**config.mk**
```make
export PLATFORM = sky130hd
export DESIGN_NAME = pipeline_mdu_flat
export DESIGN_NICKNAME = d
export VERILOG_FILES = /design/src/rtl/mdu_pkg.sv /design/src/rtl/pipeline_mdu_if.sv /design/src/rtl/mdu_step.sv /design/src/rtl/pipeline_mdu.sv /design/src/flat_wrapper.sv
export SDC_FILE = /design/constraint.sdc
export NUM_CORES = 1
export LEC_CHECK = 0
export ABC_AREA = 1
export CAP_MARGIN = 5
export CORE_MARGIN = 2
export CORE_UTILIZATION = 55
export CTS_CLUSTER_SIZE = 25
export DETAILED_ROUTE_END_ITERATION = 8
export DONT_BUFFER_PORTS = 1
export PLACE_DENSITY = 0.78
export SYNTH_ARGS = -nofsm -noshare
export SYNTH_HDL_FRONTEND = slang
export SYNTH_SLANG_ARGS = --single-unit
```
**constraint.sdc**
```tcl
create_clock -name Clk -period 14.1 [get_ports Clk]
set_input_delay 1.41 -clock Clk [delete_from_list [all_inputs] [get_ports Clk]]
set_output_delay 1.41 -clock Clk [all_outputs]
set_load 0.01 [all_outputs]
```
**src/rtl/mdu_pkg.sv**
```systemverilog
// rtl/mdu_pkg.sv - shared op/state encodings and negate helper for the multiply/divide unit
package mdu_pkg;

    localparam int MDU_MAX_W = 128;

    typedef enum logic [2:0] {
        MDU_MULT  = 3'd0,
        MDU_MULTU = 3'd1,
        MDU_DIV   = 3'd2,
        MDU_DIVU  = 3'd3,
        MDU_MTHI  = 3'd4,
        MDU_MTLO  = 3'd5
    } op_t;

    typedef enum logic [1:0] {
        IDLE = 2'd0,
        RUN  = 2'd1,
        FIX  = 2'd2
    } state_t;

    // Two's-complement negate when en is set; callers zero-extend and truncate to their width.
    function automatic logic [MDU_MAX_W-1:0] mdu_negate(input logic [MDU_MAX_W-1:0] v, input logic en);
        return en ? -v : v;
    endfunction

endpackage

```
**src/rtl/pipeline_mdu_if.sv**
```systemverilog
// rtl/pipeline_mdu_if.sv - issue/result bundle between the EX stage and the multiply/divide unit
interface pipeline_mdu_if #(parameter int WIDTH = 32);
    logic             Start;
    logic [2:0]       Op;
    logic [WIDTH-1:0] A;
    logic [WIDTH-1:0] B;
    logic             Flush;
    logic             Busy;
    logic             Done;
    logic             DivByZero;
    logic [WIDTH-1:0] Hi;
    logic [WIDTH-1:0] Lo;

    modport master (output Start, Op, A, B, Flush, input Busy, Done, DivByZero, Hi, Lo);
    modport slave  (input Start, Op, A, B, Flush, output Busy, Done, DivByZero, Hi, Lo);
endinterface

```
**src/rtl/mdu_step.sv**
```systemverilog
// rtl/mdu_step.sv - combinational STEP-bit iteration: restoring divide or shift-add multiply
module mdu_step #(
    parameter int WIDTH = 32,
    parameter int STEP  = 1
) (
    input  logic             div_mode,
    input  logic [WIDTH-1:0] hi_in,
    input  logic [WIDTH-1:0] lo_in,
    input  logic [WIDTH-1:0] opnd,
    output logic [WIDTH-1:0] hi_out,
    output logic [WIDTH-1:0] lo_out
);

    logic [WIDTH-1:0] h, l;
    logic [WIDTH:0]   t, d, s;

    // Divide: {h,l} = {remainder, dividend->quotient}. Multiply: {h,l} = {partial, multiplier->product low}.
    always_comb begin
        h = hi_in;
        l = lo_in;
        t = '0;
        d = '0;
        s = '0;
        for (int i = 0; i < STEP; i++) begin
            if (div_mode) begin
                t = {h, l[WIDTH-1]};
                l = {l[WIDTH-2:0], 1'b0};
                d = t - {1'b0, opnd};
                if (!d[WIDTH]) begin
                    h    = d[WIDTH-1:0];
                    l[0] = 1'b1;
                end else begin
                    h = t[WIDTH-1:0];
                end
            end else begin
                s = l[0] ? ({1'b0, h} + {1'b0, opnd}) : {1'b0, h};
                l = {s[0], l[WIDTH-1:1]};
                h = s[WIDTH:1];
            end
        end
        hi_out = h;
        lo_out = l;
    end

endmodule

```
**src/rtl/pipeline_mdu.sv**
```systemverilog
// rtl/pipeline_mdu.sv - multi-cycle multiply/divide unit with HI/LO registers and flush
module pipeline_mdu
    import mdu_pkg::*;
#(
    parameter int WIDTH = 32,
    parameter int STEP  = 1
) (
    input logic           Clk,
    input logic           Reset,
    pipeline_mdu_if.slave bus
);

    localparam int CYC = WIDTH / STEP;
    localparam int CW  = $clog2(CYC + 1);
    localparam int W2  = 2 * WIDTH;

    if ((WIDTH % STEP) != 0 || (WIDTH % 2) != 0 || W2 > MDU_MAX_W) begin : g_bad_param
        $error("pipeline_mdu: WIDTH must be even, a multiple of STEP, and at most MDU_MAX_W/2");
    end

    state_t           state_q, state_d;
    logic [CW-1:0]    cnt_q;
    logic [WIDTH-1:0] acc_q, wrk_q, opnd_q, hi_q, lo_q, step_hi, step_lo;
    logic             is_div_q, neg_q, neg_rem_q, dbz_q, done_q, dbz_pulse_q;
    logic             accept, arith, signed_op, div_op, b_zero;

    assign accept    = bus.Start && !bus.Flush && (state_q == IDLE);
    assign arith     = (bus.Op == MDU_MULT) || (bus.Op == MDU_MULTU) || (bus.Op == MDU_DIV) || (bus.Op == MDU_DIVU);
    assign signed_op = (bus.Op == MDU_MULT) || (bus.Op == MDU_DIV);
    assign div_op    = (bus.Op == MDU_DIV) || (bus.Op == MDU_DIVU);
    assign b_zero    = (bus.B == '0);

    mdu_step #(.WIDTH(WIDTH), .STEP(STEP)) u_step (
        .div_mode (is_div_q),
        .hi_in    (acc_q),
        .lo_in    (wrk_q),
        .opnd     (opnd_q),
        .hi_out   (step_hi),
        .lo_out   (step_lo)
    );

    always_ff @(posedge Clk or posedge Reset) begin
        if (Reset) state_q <= IDLE;
        else       state_q <= state_d;
    end

    always_comb begin
        state_d = state_q;
        case (state_q)
            IDLE:    if (accept && arith) state_d = (div_op && b_zero) ? FIX : RUN;
            RUN:     if (bus.Flush) state_d = IDLE;
                     else if (cnt_q == CW'(CYC - 1)) state_d = FIX;
            FIX:     state_d = IDLE;
            default: state_d = IDLE;
        endcase
    end

    always_ff @(posedge Clk or posedge Reset) begin
        if (Reset) begin
            cnt_q       <= '0;
            acc_q       <= '0;
            wrk_q       <= '0;
            opnd_q      <= '0;
            hi_q        <= '0;
            lo_q        <= '0;
            is_div_q    <= 1'b0;
            neg_q       <= 1'b0;
            neg_rem_q   <= 1'b0;
            dbz_q       <= 1'b0;
            done_q      <= 1'b0;
            dbz_pulse_q <= 1'b0;
        end else begin
            done_q      <= 1'b0;
            dbz_pulse_q <= 1'b0;
            case (state_q)
                IDLE: if (accept) begin
                    if (arith) begin
                        cnt_q     <= '0;
                        is_div_q  <= div_op;
                        neg_q     <= signed_op && (bus.A[WIDTH-1] ^ bus.B[WIDTH-1]);
                        neg_rem_q <= signed_op && bus.A[WIDTH-1];
                        dbz_q     <= div_op && b_zero;
                        opnd_q    <= WIDTH'(mdu_negate(MDU_MAX_W'(bus.B), signed_op && bus.B[WIDTH-1]));
                        // Divide-by-zero parks its fixed result in the work registers for FIX.
                        if (div_op && b_zero) begin
                            acc_q <= bus.A;
                            wrk_q <= '1;
                        end else begin
                            acc_q <= '0;
                            wrk_q <= WIDTH'(mdu_negate(MDU_MAX_W'(bus.A), signed_op && bus.A[WIDTH-1]));
                        end
                    end else if (bus.Op == MDU_MTHI) begin
                        hi_q <= bus.A;
                    end else if (bus.Op == MDU_MTLO) begin
                        lo_q <= bus.A;
                    end
                end
                RUN: if (!bus.Flush) begin
                    acc_q <= step_hi;
                    wrk_q <= step_lo;
                    cnt_q <= cnt_q + CW'(1);
                end
                FIX: if (!bus.Flush) begin
                    done_q      <= 1'b1;
                    dbz_pulse_q <= dbz_q;
                    if (dbz_q) begin
                        hi_q <= acc_q;
                        lo_q <= wrk_q;
                    end else if (is_div_q) begin
                        hi_q <= WIDTH'(mdu_negate(MDU_MAX_W'(acc_q), neg_rem_q));
                        lo_q <= WIDTH'(mdu_negate(MDU_MAX_W'(wrk_q), neg_q));
                    end else begin
                        {hi_q, lo_q} <= W2'(mdu_negate(MDU_MAX_W'({acc_q, wrk_q}), neg_q));
                    end
                end
                default: ;
            endcase
        end
    end

    assign bus.Busy      = (state_q != IDLE);
    assign bus.Done      = done_q;
    assign bus.DivByZero = dbz_pulse_q;
    assign bus.Hi        = hi_q;
    assign bus.Lo        = lo_q;

endmodule

```
**src/flat_wrapper.sv**
```systemverilog
// flat-port wrapper written by rule: the top's interface ports become plain ports
module pipeline_mdu_flat import mdu_pkg::*;
#(
    parameter int WIDTH = 32,
    parameter int STEP  = 1
)
  (Clk, Reset, bus_Start, bus_Op, bus_A, bus_B, bus_Flush, bus_Busy, bus_Done, bus_DivByZero, bus_Hi, bus_Lo);
  pipeline_mdu_if #(.WIDTH(WIDTH)) bus_i ();
  input logic Clk;
  input logic Reset;
  input wire logic [$bits(bus_i.Start)-1:0] bus_Start;
  input wire logic [$bits(bus_i.Op)-1:0] bus_Op;
  input wire logic [$bits(bus_i.A)-1:0] bus_A;
  input wire logic [$bits(bus_i.B)-1:0] bus_B;
  input wire logic [$bits(bus_i.Flush)-1:0] bus_Flush;
  output wire logic [$bits(bus_i.Busy)-1:0] bus_Busy;
  output wire logic [$bits(bus_i.Done)-1:0] bus_Done;
  output wire logic [$bits(bus_i.DivByZero)-1:0] bus_DivByZero;
  output wire logic [$bits(bus_i.Hi)-1:0] bus_Hi;
  output wire logic [$bits(bus_i.Lo)-1:0] bus_Lo;
  assign bus_i.Start = bus_Start;
  assign bus_i.Op = bus_Op;
  assign bus_i.A = bus_A;
  assign bus_i.B = bus_B;
  assign bus_i.Flush = bus_Flush;
  assign bus_Busy = bus_i.Busy;
  assign bus_Done = bus_i.Done;
  assign bus_DivByZero = bus_i.DivByZero;
  assign bus_Hi = bus_i.Hi;
  assign bus_Lo = bus_i.Lo;
  pipeline_mdu #(.WIDTH(WIDTH), .STEP(STEP)) u_core (.Clk(Clk), .Reset(Reset), .bus(bus_i));
endmodule
```
---- Yosys cells after proc, flatten, opt, wreduce, memory -nomap -nowiden ----
Cells that the tools add are included.
Widths: inputs -> output; s select.
cells by class
  add/sub/neg operators ................... 8
  $mul .................................... 0
  div/mod/pow operators ................... 0
  $lt $le $gt $ge ......................... 0
  equality and inequality tests ........... 18
  shift-type cells ........................ 0
  mux-type cells .......................... 48
  bitwise operators ....................... 1
  reductions and logical operators ........ 24
operators with widths
  cell                 number
  $mux 32              28
  $pmux 32 s2          4
  $neg 32->32          4
  $mux 64              1
  $neg 64->64          1
  $add 32x32->33       1
  $mux 33              1
  $sub 33x32->33       1
  $logic_not 32->1     1
  $mux 6               3
  $ne 2x2->1 const B   7
  $pmux 6 s2           1
  $mux 2               4
  $logic_and 1x1->1    7
  $add 6x1->6 const B  1
  $eq 3x2->1 const B   2
  $eq 3x3->1 const B   2
  $eq 6x5->1 const B   1
  $reduce_and 6->1     1
  $reduce_bool 2->1    3
  $logic_or 1x1->1     5
  $mux 1               5
  $reduce_and 5->1     1
  $ne 2x1->1 const B   2
  12 further kinds     12
word-level totals
  flip-flop bits (word level) ............. 174
  bits in latches ......................... 0
  bits in writable memories ............... 0
  ROM bits ................................ 0
  memories kept ........................... 0

---- Depth between registers and ports, before layout ----
Gate-level depths: netlist (run 1).
  word-level depth ........................ 8
  mapped depth ............................ 21

---- Hierarchy ----
Synthesis (run 1) repeated with hierarchy kept, for this count alone.
unflattened totals
  cell total of the unflattened synthesis .. 3110
  area, all modules ....................... 18184.9 µm²
by module, submodules not included
  module        instances  cells each  area each (µm²)
  pipeline_mdu  1          1813        12027.8
  mdu_step      1          1297        6157.2

---- Worst setup path after synthesis (run 1) ----
No wires, ideal clock.
  path kind ............................... in2reg
  start ................................... input bus_B[0]
  end ..................................... register u_core.acc_q[23]
  setup time .............................. 0.066 ns
  arrival time ............................ 2.850 ns
  required time ........................... 14.034 ns
  setup slack ............................. 11.185 ns
  stages .................................. 13
  buffers on the path ..................... 1
  path through ............................ inv_1 -> ha_1 -> nand4_1 -> nor3_2 -> nand2_2 -> nor2_2 -> nand3_2 -> clkinv_2 -> buf_6 -> nand2_1 -> a21oi_1 -> nand2_1 -> nand2_1
on the way
  cells in the longest elaborated chain, start to end .. 6
RTL lines
  element               RTL line            RTL
  start, declared       flat_wrapper.sv:14  input wire logic [$bits(bus_i.B)-1:0] bus_B;
  $logic_not 32->1      pipeline_mdu.sv:31  assign b_zero = (bus.B == '0);
  $logic_and 1x1->1     pipeline_mdu.sv:85  if (div_op && b_zero) begin
  $mux 32               pipeline_mdu.sv:85
  $mux 32               pipeline_mdu.sv:77  if (arith) begin
  $mux 32               pipeline_mdu.sv:76  IDLE: if (accept) begin
  $pmux 32 s2           pipeline_mdu.sv:75  case (state_q)
  end signal, assigned  pipeline_mdu.sv:86  acc_q <= bus.A;
  end signal, assigned  pipeline_mdu.sv:99  acc_q <= step_hi;
  end, declared         pipeline_mdu.sv:23  logic [WIDTH-1:0] acc_q, wrk_q, opnd_q, hi_q, lo_q, step_hi, step_lo;
No other way between the ends. The select of a mux whose other input is x is not followed.
A chain may end at the register's enable or synchronous reset.

---- Final worst setup path (run 1) ----
  start ................................... input bus_B[0]
  end ..................................... register u_core.acc_q[29]
Same word-level chain as after synthesis.

==> results of run 1 <==
[cells in the mapped netlist, drive strengths merged (5+ instances only)]
| library cell | instances |
|---|---|
| nand2 | 1077 |
| inv | 483 |
| nor2 | 391 |
| nand3 | 305 |
| a21oi | 232 |
| o21ai | 186 |
| dfrtp | 174 |
| clkbuf | 74 |
| ha | 69 |
| xor2 | 53 |
| nor3 | 43 |
| buf | 39 |
| a31oi | 31 |
| nand4 | 30 |
| a22oi | 22 |
| xnor2 | 12 |
| nand3b | 11 |
| and2 | 10 |
| nor4 | 9 |
| or2 | 7 |
| clkinv | 5 |
| o211ai | 5 |
| o21bai | 5 |
[per-stage QoR]
stage                     power [mW]  setup WS [ns]  instance area [sq um]  hold slack [ns]  cells
after floorplan                 1.97           7.97                  18600            0.467   3287
after global placement          2.42          10.21                  18900            0.493   3642
after detailed placement        2.45          10.06                  18900            0.495   3642
after CTS                       2.96          10.53                  19500            0.507   3674
after global routing            3.24          10.25                  19500            0.543   3674
final                           3.02          10.33                  19500            0.523   3674
[path summary, 6_finish.rpt]
path                            slack (ns)               end        startpoint
min in group asynchronous             0.78   u_core.acc_q[4]             Reset
max in group asynchronous            11.95  u_core.neg_rem_q             Reset
worst min register to register        0.52   u_core.cnt_q[4]   u_core.cnt_q[4]
worst max-delay path                 10.33  u_core.acc_q[29]          bus_B[0]
worst min-delay path                  0.52   u_core.cnt_q[4]   u_core.cnt_q[4]
worst max register to register       10.49  u_core.acc_q[23]  u_core.wrk_q[31]
[where the power goes]
| group | internal, mW | total, mW | switching, mW |
|---|---|---|---|
| Sequential | 0.632 | 0.837 | 0.205 |
| Clock | 0.247 | 0.505 | 0.259 |
| Combinational | 0.500 | 1.68 | 1.18 |
[flip-flops by register name, indices dropped and copies added (netlist names)]
| register | count |
|---|---|
| u_core.bus.Hi | 32 |
| u_core.is_div_q | 1 |
| u_core.wrk_q | 32 |
| u_core.bus.Done | 1 |
| u_core.state_q | 2 |
| u_core.acc_q | 32 |
| u_core.neg_rem_q | 1 |
| u_core.neg_q | 1 |
| u_core.opnd_q | 32 |
| u_core.cnt_q | 6 |
| u_core.bus.DivByZero | 1 |
| u_core.dbz_q | 1 |
| u_core.bus.Lo | 32 |
[kinds of logic after synthesis]
kind of cell               Yosys count  synth area share, %
and+or+nand+nor                   1885                 42.2
buffers and inverters              601                 12.5
AOI/OAI and AO/OA                  491                 14.0
DFF                                174                 23.4
adders and majority gates           71                 4.85
xor gates and xnor gates            65                 3.06
[worst max-delay path, delay by kind of cell]
kind / cells / cell delay [ns]
AOI/OAI and AO/OA: 1 / 0.16
buffers and inverters: 2 / 0.70
adders and majority gates: 1 / 0.21
and+or+nand+nor: 8 / 1.66
[per-layer routing]
layer / vias up / track usage, % / wire length [microns]
met1: 10100 / 60.0 / 32000
met3: 223 / 12.2 / 10200
li1: 10300 / - / -
met4: 2 / 16.1 / 3090
met2: 1483 / 62.6 / 31000
met5: - / 0 / 18
[layout make-up]
type                    count  area, sq um  share of cell area (%)
flip-flops and latches    174         4360                    22.4
repair buffers             20          150                   0.771
inverters                 488         1840                    9.44
well taps                 448          561                    2.88
clock buffers              19          453                    2.33
multi-input cells        2512        12000                    61.5
clock inverters            13          140                   0.720
==> out/qor.yml, run 1 <==
status: "finished, final reports clean"
dr.pass1.iters: 6
slowest_delay_ns: 0.60
skew_ns: 0.0135
critPathCaptureType: "register"
areaGrowthSynthToFinish_pct: 4.56
wl_per_cell_microns: 20.8
rsz0062_at_grt: "false"
yosysWarnings: 0
utilization_pct: 58.2
ir_drop_mv: 0.107
synth_top_area_share_pct: 23.4
die_w_microns: 188
leakage_nw: 10.2
io_buffers: 0
cpMostUsedCell: "nand2_1"
fin_setup_tns_ns: 0
rows: 67
cp-start-kind: "input port"
cts.sinks: 174
clock_path_buffers: 2
cp.required_ns: 14.50
crit_path_max_fanout: 33
cts_hold_buf: 0
postCtsSetupBuffers: 0
tritoncts: "built"
htreeDepth: 4
final_common_cell: "nand2_1"
reg2reg_depth: 19
relSlewSlack_pct: 23.8
syn_avg_cell_area_sq_um: 5.66
numCtsBuffers: 17
io_pins: 138
grt_max_degree: 78
ys_top_cells_by_area: "dfrtp_1 (23%), nand2_1 (21%), inv_1 (9.5%)"
setup_violations: 0
final_cell_mix: "nand2_1 (1064), inv_1 (469), nor2_1 (374)"
path_cells: "inv_1 > ha_1 > nand4_1 > nor3_2 > nand2_2 > nor2_2 > nand3_2 > clkinv_2 > nand2_1 > a21oi_1 > nand2_1 > nand2_1"
layout-drive-gt1-share_pct: 3.56
synth_top_flop_cell: "dfrtp_1"
synth-seq-cells: 174
slew_violations: 0
nFillCells: 3405
root_buffer: "clkbuf_16"
die_h_microns: 188
finalHoldViolations: 0
grt_antenna_before_repair: 2
core_sq_um: 33400
gp_congestion: 1.08
grt_pass1_wl_microns: 117000
powerDensity_nw_per_um2: 155
async_flop_share_pct: 100
ant_nets: 0
final.period_utilization_pct: 26.7
nNetsFinal: 3355
netlist_area_sq_um: 18600
synthCells: 3287
synth_cell_types: 49
start_util_pct: 55.7
drtIter0Drc: 3026
syn_nets: 3429
grtUsageTotal_pct: 42.9
tightest_slew_ns: 1.14
hold_depth: 1
cap_violations: 0
grt_overflow: 0
worstSetupPathType: "input port to register"
grt_pass1_vias: 20200
critPathSlowestCell: "clkinv_2"
fmax_mhz: 265
diodes: 0
cp.arrival_ns: 4.17
place_hpwl_microns: 59900
clk_pin_slew_ns: 0.08
vias_per_cell: 6.02
die-area_sq_um: 35300
hold_path.class: "register to register"
insertion_delay_ns: 0.47
period_needed_ns: 3.77
ys_seq_area_share_pct: 23.4
yosysTopAreaCell: "dfrtp_1"
cts_resized: 0
vias: 22100
remaining_drc_errors: 0
synth-edff-count: 0
routed_wl_microns: 76300
(Power assumes the default switching activity.)
==> run 2: changes to the inputs <==
- ABC_AREA: 1 -> 0
- PLACE_DENSITY: 0.78 -> 0.81
- clock period: 14.1 -> 3.28 ns (I/O delays scaled with it)
==> out/qor.yml, run 2 <==
r2r-start: "u_core.acc_q[15]"
worstSetupPathType: "register to register"
synthCells: 2015  # -39%
p_int_mw: 9.90  # +620%
reg2reg_to: "u_core.acc_q[25]"
totalPowerFinal_mw: 20.8  # +590%
wl_per_cell_microns: 23.1  # +11%
setup_violations: 0  # unchanged
grt_pass1_wl_microns: 85100  # -27%
cts.sinks: 174  # unchanged
clock_path_buffers: 2  # unchanged
powerDensity_nw_per_um2: 1210  # +680%
r2r_setup_slack_ns: 0.13  # -10.36 ns
holdWs_ns: 0.0184  # -0.505 ns
final.period_utilization_pct: 96.1
synth-seq-cells: 174  # unchanged
remaining_drc_errors: 0  # unchanged
clk_pin_slew_ns: 0.08  # about the same
grt_pass1_vias: 14400  # -29%
slew_violations: 0  # unchanged
htreeDepth: 4  # unchanged
yosysTopAreaCell: "dfrtp_1"
place_hpwl_microns: 42600  # -29%
diodes: 0  # unchanged
final_common_cell: "nand2_1"
async_flop_share_pct: 100  # unchanged
synth_most_common_cell: "nand2_1"
fmax_mhz: 317
path_cells: "ha_1 > a21oi_1 > o21ai_0 > or3b_2 > a221o_1 > a31oi_1 > buf_4 > o311ai_0 > xnor2_1 > a211oi_2 > o32a_1"
root_buffer: "clkbuf_16"
gp_congestion: 0.995  # -7.5%
synth_cell_types: 92  # +88%
grt_overflow: 0  # unchanged
synth_top_flop_cell: "dfrtp_1"
finalHoldViolations: 0  # unchanged
placed_area_sq_um: 16300  # -13%
numCtsBuffers: 17  # unchanged
nFillCells: 2453  # -28%
hold_path.class: "input port to register"
dr.pass1.iters: 6  # unchanged
design_area_sq_um: 17100  # -12%
worstHoldEndpoint: "u_core.opnd_q[31]"
nNetsFinal: 2176  # -35%
period_needed_ns: 3.15
netlist_area_sq_um: 15400  # -17%
grtUsageTotal_pct: 37.9  # -5.0 points
leakage_nw: 7.19  # -29%
io_pins: 138  # unchanged
yosysWarnings: 0  # unchanged
vias_per_cell: 6.59  # +9.5%
rsz0062_at_grt: "false"
areaGrowthSynthToFinish_pct: 10.9
fin_setup_tns_ns: 0  # unchanged
layout-drive-gt1-share_pct: 12.1  # +8.5 points
synthTopCellsByCount: "nand2_1 (255), o21ai_0 (214), nor2_1 (201), a21oi_1 (177), dfrtp_1 (174)"
die_w_microns: 171  # -8.8%
reg2reg_depth: 11  # -8
critPathSlowestCell: "dfrtp_1"
share_comb_of_total_power_pct: 67.6  # +12 points
tritoncts: "built"
rows: 61  # -9.0%
power_frac_clock_pct: 10.4  # -6.3 points
ys_seq_area_share_pct: 28.2  # +4.9 points
slowest_delay_ns: 0.46  # -0.14 ns
routed_wl_microns: 56100  # -27%
tightest_slew_ns: 0.876  # -0.262 ns
hold_depth: 2  # +1
start_util_pct: 55.6  # about the same
final_cell_mix: "nand2_1 (254), o21ai_0 (212), nor2_1 (200)"
ir_drop_mv: 0.535  # +400%
relSlewSlack_pct: 41.5  # +18 points
syn_avg_cell_area_sq_um: 7.65  # +35%
die-area_sq_um: 29400  # -17%
cap_violations: 0  # unchanged
skew_ns: 0.0183  # +0.00479 ns
synth-edff-count: 0  # unchanged
drtIter0Drc: 2213  # -27%
synth_top_area_share_pct: 28.2  # +4.9 points
min_from: "bus_B[31]"
grt_antenna_before_repair: 0  # -2
grt_max_degree: 80  # +2.6%
insertion_delay_ns: 0.46  # about the same
cp.arrival_ns: 3.54  # -0.63 ns
cp-start-kind: "register"
io_buffers: 0  # unchanged
switching_share_pct: 52.4  # -2.0 points
die_h_microns: 171  # -8.8%
crit_path_max_fanout: 4  # -88%
ant_nets: 0  # unchanged
cp.required_ns: 3.67  # -10.83 ns
syn_nets: 2157  # -37%
critPathCaptureType: "register"
ys_top_cells_by_area: "dfrtp_1 (28%), o21ai_0 (6.9%), nand2_1 (6.2%)"
net-switching-power_mw: 10.9  # +560%
status: "finished, final reports clean"
seqPwrFrac_pct: 22.0  # -5.7 points
core_sq_um: 27700  # -17%
vias: 16000  # -28%
## run 2: cell types whose count changed in the layout (fill, tap and decap cells not counted), sizes merged, moves of 55 or more
cell	change
buf	+111
nor2	-188
nand3	-267
xnor2	+81
a21oi	-55
inv	-419
nand2	-820
## run 2: critical path, delay by kind of cell, from the launching register on
| family | cells | cell delay, ns |
|---|---|---|
| AO/OA/AOI/OAI | 7 | 1.48 |
| XOR/XNOR | 1 | 0.19 |
| adder cells (fa/ha/maj) | 1 | 0.33 |
| buffers and inverters | 1 | 0.18 |
| flip-flops | 1 | 0.46 |
| AND/OR/NAND/NOR | 1 | 0.46 |
## run 2: per-stage QoR
stage	cells	utilization [%]	setup WS [ns]
after floorplan	2015	-	0.249
after global placement	2381	59.0	0.0997
after detailed placement	2381	59.0	-0.0329
after CTS	2415	61.3	0.0333
after global routing	2425	61.7	0.0153
final	2425	61.7	0.128
## run 2: layout make-up
type	count	area [sq um]	area share, %
clock buffer	18	439	2.57
multi-input combinational	1645	10400	60.6
inverter	63	240	1.40
tap	378	473	2.77
clock inverter	14	163	0.951
sequential	174	4360	25.5
timing repair buffer	133	1070	6.23
## run 2: worst max-delay path by stage
stage                          start          endpoint  slack [ns]  depth (start not counted)
floorplan           u_core.acc_q[24]  u_core.acc_q[25]        0.25                         11
global placement    u_core.acc_q[11]  u_core.acc_q[26]         0.1                         11
detailed placement   u_core.acc_q[0]  u_core.acc_q[25]       -0.03                         12
CTS                  u_core.acc_q[1]  u_core.acc_q[26]        0.03                         10
global route        u_core.opnd_q[1]  u_core.acc_q[26]        0.02                         10
finish              u_core.acc_q[15]  u_core.acc_q[25]        0.13                         11
## run 2: repair_timing
action | CTS | global route
pin swaps | 0 | 5
hold buffers | 2 | 0
resized for setup | 1 | 16
endpoints found under the hold margin | 35 | 0
buffers inserted | 0 | 10
endpoints found under the setup margin | 1 | 32
## run 2: layer usage
metal,vias up,GRT usage (%),wire (microns)
met5,-,0,0
met3,157,8.93,7470
li1,7282,-,-
met1,7401,53.4,22600
met2,1141,55.7,23500
met4,0,15.7,2470
## run 2: kinds of logic after synthesis
group,count (synthesis),synth area share [%]
muxes,48,3.28
and+or+nand+nor,698,21.3
xor gates and xnor gates,171,9.72
DFF,174,28.2
AOI/OAI and AO/OA,657,26.4
adders and majority gates,71,5.86
buffers and inverters,196,5.16
## run 2: power groups by stage
stage | Clock [mW] | Combinational [mW] | Sequential (mW)
after floorplan | 0 | 9.53 | 4.11
after global placement | 0 | 13.0 | 4.48
after detailed placement | 0 | 13.2 | 4.53
after CTS | 2.16 | 13.3 | 4.49
after global routing | 2.24 | 15.1 | 4.68
final | 2.17 | 14.0 | 4.57
